==> config.mk <==
export PLATFORM = sky130hd
export DESIGN_NAME = pc_ctrl
export DESIGN_NICKNAME = d
export VERILOG_FILES = /design/src/rtl/pc_ctrl.sv
export SDC_FILE = /design/constraint.sdc
export NUM_CORES = 1
export LEC_CHECK = 0
export BUFFER_PORTS_ARGS = -buffer_cell sky130_fd_sc_hd__buf_4
export CAP_MARGIN = 30
export CORE_UTILIZATION = 54
export DETAILED_ROUTE_END_ITERATION = 6
export GPL_ROUTABILITY_DRIVEN = 0
export PLACE_DENSITY_LB_ADDON = 0.1
export SYNTH_ARGS = -nofsm -noshare
export SYNTH_HDL_FRONTEND = slang
export SYNTH_SLANG_ARGS = --single-unit
==> constraint.sdc <==
create_clock -name clk -period 5.82 [get_ports clk]
set_input_delay 0.582 -clock clk [delete_from_list [all_inputs] [get_ports clk]]
set_output_delay 0.582 -clock clk [all_outputs]
set_load 0.02 [all_outputs]
==> src/rtl/pc_ctrl.sv <==
`timescale 1ns/1ps
// pc_ctrl: MIPS fetch-stage sequencer.
// Owns the program counter and issues instruction ROM requests over a
// req/ack handshake that tolerates wait states. Applies hazard stalls
// through a one-entry skid buffer and handles taken branch/jump
// redirects. Fetched words reach IF/ID as a registered, valid-qualified
// stream.
module pc_ctrl #(
   parameter int unsigned                 INST_ADDR_WIDTH = 32,
   parameter int unsigned                 INST_WIDTH      = 32,
   parameter logic [INST_ADDR_WIDTH-1:0]  RESET_VECTOR    = '0
) (
   input  logic                       clk,
   input  logic                       rst_n,
   input  logic                       stall_req,
   input  logic                       branch_taken,
   input  logic [INST_ADDR_WIDTH-1:0] branch_target,
   output logic                       rom_req,
   output logic [INST_ADDR_WIDTH-1:0] rom_addr,
   input  logic                       rom_ack,
   input  logic [INST_WIDTH-1:0]      rom_data,
   output logic                       if_valid,
   output logic [INST_ADDR_WIDTH-1:0] if_pc,
   output logic [INST_WIDTH-1:0]      if_inst,
   output logic                       flush
);

   // IDLE: one-cycle delay after reset. FETCH: request outstanding.
   // STALL: hazard hold, skid buffer empty. HOLD: hazard hold, buffer full.
   typedef enum logic [1:0] {
      ST_IDLE  = 2'd0,
      ST_FETCH = 2'd1,
      ST_STALL = 2'd2,
      ST_HOLD  = 2'd3
   } state_t;

   localparam logic [INST_ADDR_WIDTH-1:0] PC_STEP = INST_ADDR_WIDTH'(4);

   // Architectural state
   state_t                       r_state;
   logic [INST_ADDR_WIDTH-1:0]   r_pc;
   logic                         r_pend_valid;
   logic [INST_ADDR_WIDTH-1:0]   r_pend_target;

   // Skid buffer (its fullness is encoded by r_state == ST_HOLD)
   logic [INST_ADDR_WIDTH-1:0]   r_buf_pc;
   logic [INST_WIDTH-1:0]        r_buf_inst;

   // Registered IF/ID-facing outputs
   logic                         r_if_valid;
   logic [INST_ADDR_WIDTH-1:0]   r_if_pc;
   logic [INST_WIDTH-1:0]        r_if_inst;
   logic                         r_flush;

   // Next-state / control decode
   state_t                       w_state_nxt;
   logic [INST_ADDR_WIDTH-1:0]   w_pc_nxt;
   logic                         w_pend_valid_nxt;
   logic [INST_ADDR_WIDTH-1:0]   w_pend_target_nxt;
   logic                         w_buf_load;
   logic                         w_deliver;
   logic [INST_ADDR_WIDTH-1:0]   w_deliver_pc;
   logic [INST_WIDTH-1:0]        w_deliver_inst;
   logic [INST_ADDR_WIDTH-1:0]   w_target;
   logic [INST_ADDR_WIDTH-1:0]   w_pc_inc;
   state_t                       w_resume;

   // Instructions are word aligned, so the low two target bits are dropped.
   assign w_target = {branch_target[INST_ADDR_WIDTH-1:2], 2'b00};
   // Natural modulo 2^INST_ADDR_WIDTH wrap of the increment.
   assign w_pc_inc = r_pc + PC_STEP;
   // Where fetch resumes after a redirect or the reset delay.
   assign w_resume = stall_req ? ST_STALL : ST_FETCH;

   // Next-state, next-PC, pending-redirect and delivery decode.
   always_comb begin
      // NOTE: every signal gets a default before the case so no path can
      // leave one unassigned, which would otherwise infer a latch.
      w_state_nxt       = r_state;
      w_pc_nxt          = r_pc;
      w_pend_valid_nxt  = r_pend_valid;
      w_pend_target_nxt = r_pend_target;
      w_buf_load        = 1'b0;
      w_deliver         = 1'b0;
      w_deliver_pc      = r_pc;
      w_deliver_inst    = rom_data;

      case (r_state)
         ST_IDLE: begin
            if (branch_taken) begin
               w_pc_nxt = w_target;
            end
            w_state_nxt = w_resume;
         end

         ST_STALL: begin
            if (branch_taken) begin
               w_pc_nxt = w_target;
            end
            w_state_nxt = w_resume;
         end

         ST_FETCH: begin
            if (rom_ack) begin
               // Request completes; any redirect consumes the returned word.
               w_pend_valid_nxt = 1'b0;
               if (branch_taken) begin
                  w_pc_nxt    = w_target;
                  w_state_nxt = w_resume;
               end else if (r_pend_valid) begin
                  w_pc_nxt    = r_pend_target;
                  w_state_nxt = w_resume;
               end else if (!stall_req) begin
                  w_deliver = 1'b1;
                  w_pc_nxt  = w_pc_inc;
               end else begin
                  w_buf_load  = 1'b1;
                  w_pc_nxt    = w_pc_inc;
                  w_state_nxt = ST_HOLD;
               end
            end else if (branch_taken) begin
               // Request stays stable on the ROM bus; remember the redirect
               // (a newer one overwrites an older one).
               w_pend_valid_nxt  = 1'b1;
               w_pend_target_nxt = w_target;
            end
         end

         ST_HOLD: begin
            if (branch_taken) begin
               // Buffered word belongs to the squashed path: drop it.
               w_pc_nxt    = w_target;
               w_state_nxt = w_resume;
            end else if (!stall_req) begin
               w_deliver      = 1'b1;
               w_deliver_pc   = r_buf_pc;
               w_deliver_inst = r_buf_inst;
               w_state_nxt    = ST_FETCH;
            end
         end

         default: begin
            w_state_nxt = ST_IDLE;
         end
      endcase
   end

   // State, PC and pending-redirect registers.
   always_ff @(posedge clk or negedge rst_n) begin
      // NOTE: non-blocking assignments here so every register samples the
      // pre-edge values regardless of statement order.
      if (!rst_n) begin
         r_state       <= ST_IDLE;
         r_pc          <= RESET_VECTOR;
         r_pend_valid  <= 1'b0;
         r_pend_target <= '0;
      end else begin
         r_state       <= w_state_nxt;
         r_pc          <= w_pc_nxt;
         r_pend_valid  <= w_pend_valid_nxt;
         r_pend_target <= w_pend_target_nxt;
      end
   end

   // Skid buffer capture when an ack lands while the hazard unit stalls.
   always_ff @(posedge clk or negedge rst_n) begin
      // NOTE: the buffer payload is qualified by ST_HOLD and strictly needs
      // no reset; it is cleared anyway so no X ever reaches if_pc/if_inst.
      if (!rst_n) begin
         r_buf_pc   <= '0;
         r_buf_inst <= '0;
      end else if (w_buf_load) begin
         r_buf_pc   <= r_pc;
         r_buf_inst <= rom_data;
      end
   end

   // Registered delivery to IF/ID: one-cycle valid pulse per instruction.
   always_ff @(posedge clk or negedge rst_n) begin
      if (!rst_n) begin
         r_if_valid <= 1'b0;
         r_if_pc    <= '0;
         r_if_inst  <= '0;
      end else begin
         r_if_valid <= w_deliver;
         if (w_deliver) begin
            r_if_pc   <= w_deliver_pc;
            r_if_inst <= w_deliver_inst;
         end
      end
   end

   // Flush IF/ID the cycle after any taken redirect.
   always_ff @(posedge clk or negedge rst_n) begin
      if (!rst_n) begin
         r_flush <= 1'b0;
      end else begin
         r_flush <= branch_taken;
      end
   end

   // ROM interface is decoded from registered state only.
   assign rom_req  = (r_state == ST_FETCH);
   assign rom_addr = r_pc;

   assign if_valid = r_if_valid;
   assign if_pc    = r_if_pc;
   assign if_inst  = r_if_inst;
   assign flush    = r_flush;

endmodule

==> flow_summary_export.csv <==
group,metric,value,unit
critical_path,endpoint_kind,"flip-flop",
global_route,groute.usage.overall,25.4,%
die,start_util,55.0,%
critical_path,crit_buf_inv,0,
sta,rsz0062_at_grt,"false",
cells_and_area,fillCellCount,1209,
cells_and_area,nNetsFinal,970,
synth,ys.flop_type,"dfrtp_1",
sta,tightest_slew,1.03,ns
die,core_area,0.0158,mm²
critical_path,critPathMaxFanout,6,
cells_and_area,area_growth,23.0,%
sta,hold_ws,0.207,ns
critical_path,crit_required,6.13,ns
cells_and_area,final_core_util,67.6,%
synth,synth_edf_count,0,
synth,syn_inst,769,
synth,synthTopCellsByArea,"dfrtp_1, mux2_2, mux2i_1, o21ai_0, nand2_1",
placed_design,hpwl,13400,µm
clock_tree,cts_buffers,17,
clock_tree,clk_pin_slew,0.07,ns
synth,ys_top_cells_by_count,"dfrtp_1, mux2_2, nand2_1",
sta,slew_violations,0,
routing,vias,6386,
global_route,grt_pass1_vias,6346,
synth,seq_area_frac_synth,54.4,%
die,die_h,129,µm
placed_design,place.port_buffers,161,
sta,fin_ws,3.22,ns
global_route,gr-total-overflow,0,
clock_tree,cts_root_buf,"clkbuf_16",
clock_tree,hold_buffers,0,
synth,syn_avg_cell_area,11.3,µm²
die,pin_count,168,
critical_path,startpoint_type,"flip-flop",
cells_and_area,n_antenna_cell,0,
clock_tree,cts_tree,"done",
global_route,antenna_found_initial,0,
clock_tree,clockBufferDepth,2,
placed_design,placed_cell_area,0.0100,mm²
outcome,status,"finished, final reports clean",
die,die_w,129,µm
cells_and_area,final_area,0.0107,mm²
cells_and_area,fin_cells,1129,
synth,syn_area,0.00870,mm²
synth,synth_compound_area_share,9.28,%
routing,antenna_left,0,
placed_design,dp_cells,1095,
critical_path,crit_path_top_delay_cell,"nor4_1",
synth,yosysTopAreaCellShare,54.4,%
critical_path,crit_path_frequent_cell,"nand4_1",
global_route,grt_max_degree,126,
routing,first_pass_iters,5,
pwr,power.leakage,4.77,nW
die,dieArea,0.0166,mm²
pwr,ir_worst_vdd,0.237,mV
critical_path,worstSetupPathType,"flip-flop to flip-flop",
min_path,hp-class,"primary input to asynchronous set/reset pin",
synth,synth.largest_area_cell,"dfrtp_1",
clock_tree,htree_levels,4,
sta,clock.fmax,385,MHz
placed_design,dpl_worst_slack,2.87,ns
synth,yosys-mux-area-fraction,20.2,%
critical_path,slowest_delay,0.93,ns
critical_path,path_delay_family,"simple AND/OR/NAND/NOR gates",
critical_path,crit_chain,"ha_1 -> nand4_1 -> nor4_1 -> nand4_1 -> mux2i_1 -> nand3_1",
synth,ys_ff_latch,189,
sta,period_share,44.7,%
run,max_cap_violations,0,
synth,synth_top_family_by_area,"multiplexers",
routing,vias_per_cell,5.66,
sta,timing.final.crit_period,2.60,ns
synth,synth_adder_area_share,0.144,%
die,num_rows,46,
clock_tree,cts.sinks,189,
global_route,grt_pass1_wl,32400,µm
clock_tree,worstSkewPairLatency,0.42,ns
sta,finClkSkew,0.00805,ns
synth,yosys_warnings,0,
synth,synthSimpleGateAreaFrac,10.7,%
routing,drt-total-wl,20100,µm
sta,finalSetupTns,0,ns
synth,synthArstFlopShare,100,%
pwr,p_total,4.35,mW
clock_tree,post-cts-setup-buffers,0,
cells_and_area,seq_area,0.00473,mm²
clock_tree,cts_resized,0,
routing,wl_per_cell,17.8,µm
synth,yosysUniqueCellTypes,48,
pwr,powerDensity,407,mW/mm²
routing,m1WireLength,8830,µm
routing,wl_met3,1120,µm
synth,yosys.cell_count.top_type,"dfrtp_1",
routing,drc_errors,0,
sta,maxSlewHeadroom,30.5,%
routing,wl_met2,9720,µm
cells_and_area,drive_above_1_share,33.3,%
routing,highest_layer,"met4",
sta,finalHoldViolations,0,
routing,drt_iter0_drc,457,
critical_path,worstPathArrival,2.91,ns
synth,synthXorXnorAreaFrac,2.11,%
sta,setup_viol,0,
cells_and_area,multi_input_area,0.00374,mm²
-- layer usage --
metal | vias to the layer above | GRT usage [%]
met4 | 0 | 10.0
li1 | 3020 | -
met1 | 3117 | 33.4
met3 | 36 | 5.03
met2 | 213 | 41.5
met5 | - | 0
-- placed cells by master (no fill, tap or decap), types with 2 or more instances in the layout --
cell          n
o41a_1        2
nand4_1      10
or4_4         2
clkbuf_8      2
o21ai_0      89
xor2_1        4
clkbuf_16    17
buf_16        3
nand2_1      92
buf_4       165
nand3_1      13
o22a_1        2
o22ai_1       4
o31ai_1       2
a31oi_1       2
and4_1        4
inv_1         3
nand2b_1      2
a221oi_1     14
and3_2        2
nor2_1       14
xnor2_1      17
mux2_2       93
dfrtp_1     189
nor4b_1       2
bufinv_16     3
o211ai_1      6
clkbuf_1      2
nor3b_1       4
nor4_1        5
and3_1       20
clkinvlp_4    3
nor3_1        8
conb_1        4
nor2b_1       3
mux2i_1      70
inv_6         2
clkinv_4      3
a21oi_1      13
-- final cells by class --
class,instances,area share (%)
Sequential cell,189,44.2
Multi-Input combinational cell,518,34.9
Timing Repair Buffer,169,12.5
Clock buffer,20,4.18
Tap cell,216,2.53
Clock inverter,12,1.51
Inverter,5,0.175
-- power breakdown --
part	internal, mW	leakage, nW	switching (mW)
Combinational	0.565	2.11	0.581
Clock	0.692	0.287	0.504
Sequential	1.71	2.37	0.303
Total	2.96	4.77	1.39
-- worst register-to-register path, delay by kind of cell, from the launching register on --
| kind | cells | cell delay, ns |
|---|---|---|
| multiplexers | 1 | 0.21 |
| flip-flops | 1 | 0.48 |
| adder cells (fa/ha/maj) | 1 | 0.28 |
| AND/OR/NAND/NOR | 4 | 1.52 |
-- cell families (layout without fill, tap and decap cells) --
| kind of cell | after synthesis | in the layout |
|---|---|---|
| flops | 189 | 189 |
| simple gates | 189 | 189 |
| mux | 164 | 164 |
| compound gates | 139 | 139 |
| buf+inv | 65 | 206 |
| xor+xnor | 21 | 21 |
| fa+ha+maj | 1 | 1 |
| other cells | 1 | 4 |
-- path summary, 6_finish.rpt --
path | from | end | slack [ns] | cells past startpoint
setup / recovery | rom_addr[3] | rom_addr[30] | 3.22 | 6
hold / removal | rst_n | r_buf_inst[9] | 0.21 | 1
setup reg to reg | rom_addr[3] | rom_addr[30] | 3.22 | 6
hold reg to reg | if_pc[9] | if_pc[9] | 0.48 | 2
max in group asynchronous | rst_n | r_buf_inst[8] | 4.41 | 3
min in group clk | stall_req | r_state[0] | 0.34 | 2
-- sequential cells by signal, summed over array words and instances, names as in the netlist --
signal         flops
r_pend_valid       1
rom_addr          30
if_pc             30
r_pend_target     30
if_valid           1
if_inst           32
r_state            2
r_buf_pc          30
r_buf_inst        32
flush              1
Note: power is estimated with default switching activity, not from simulation.
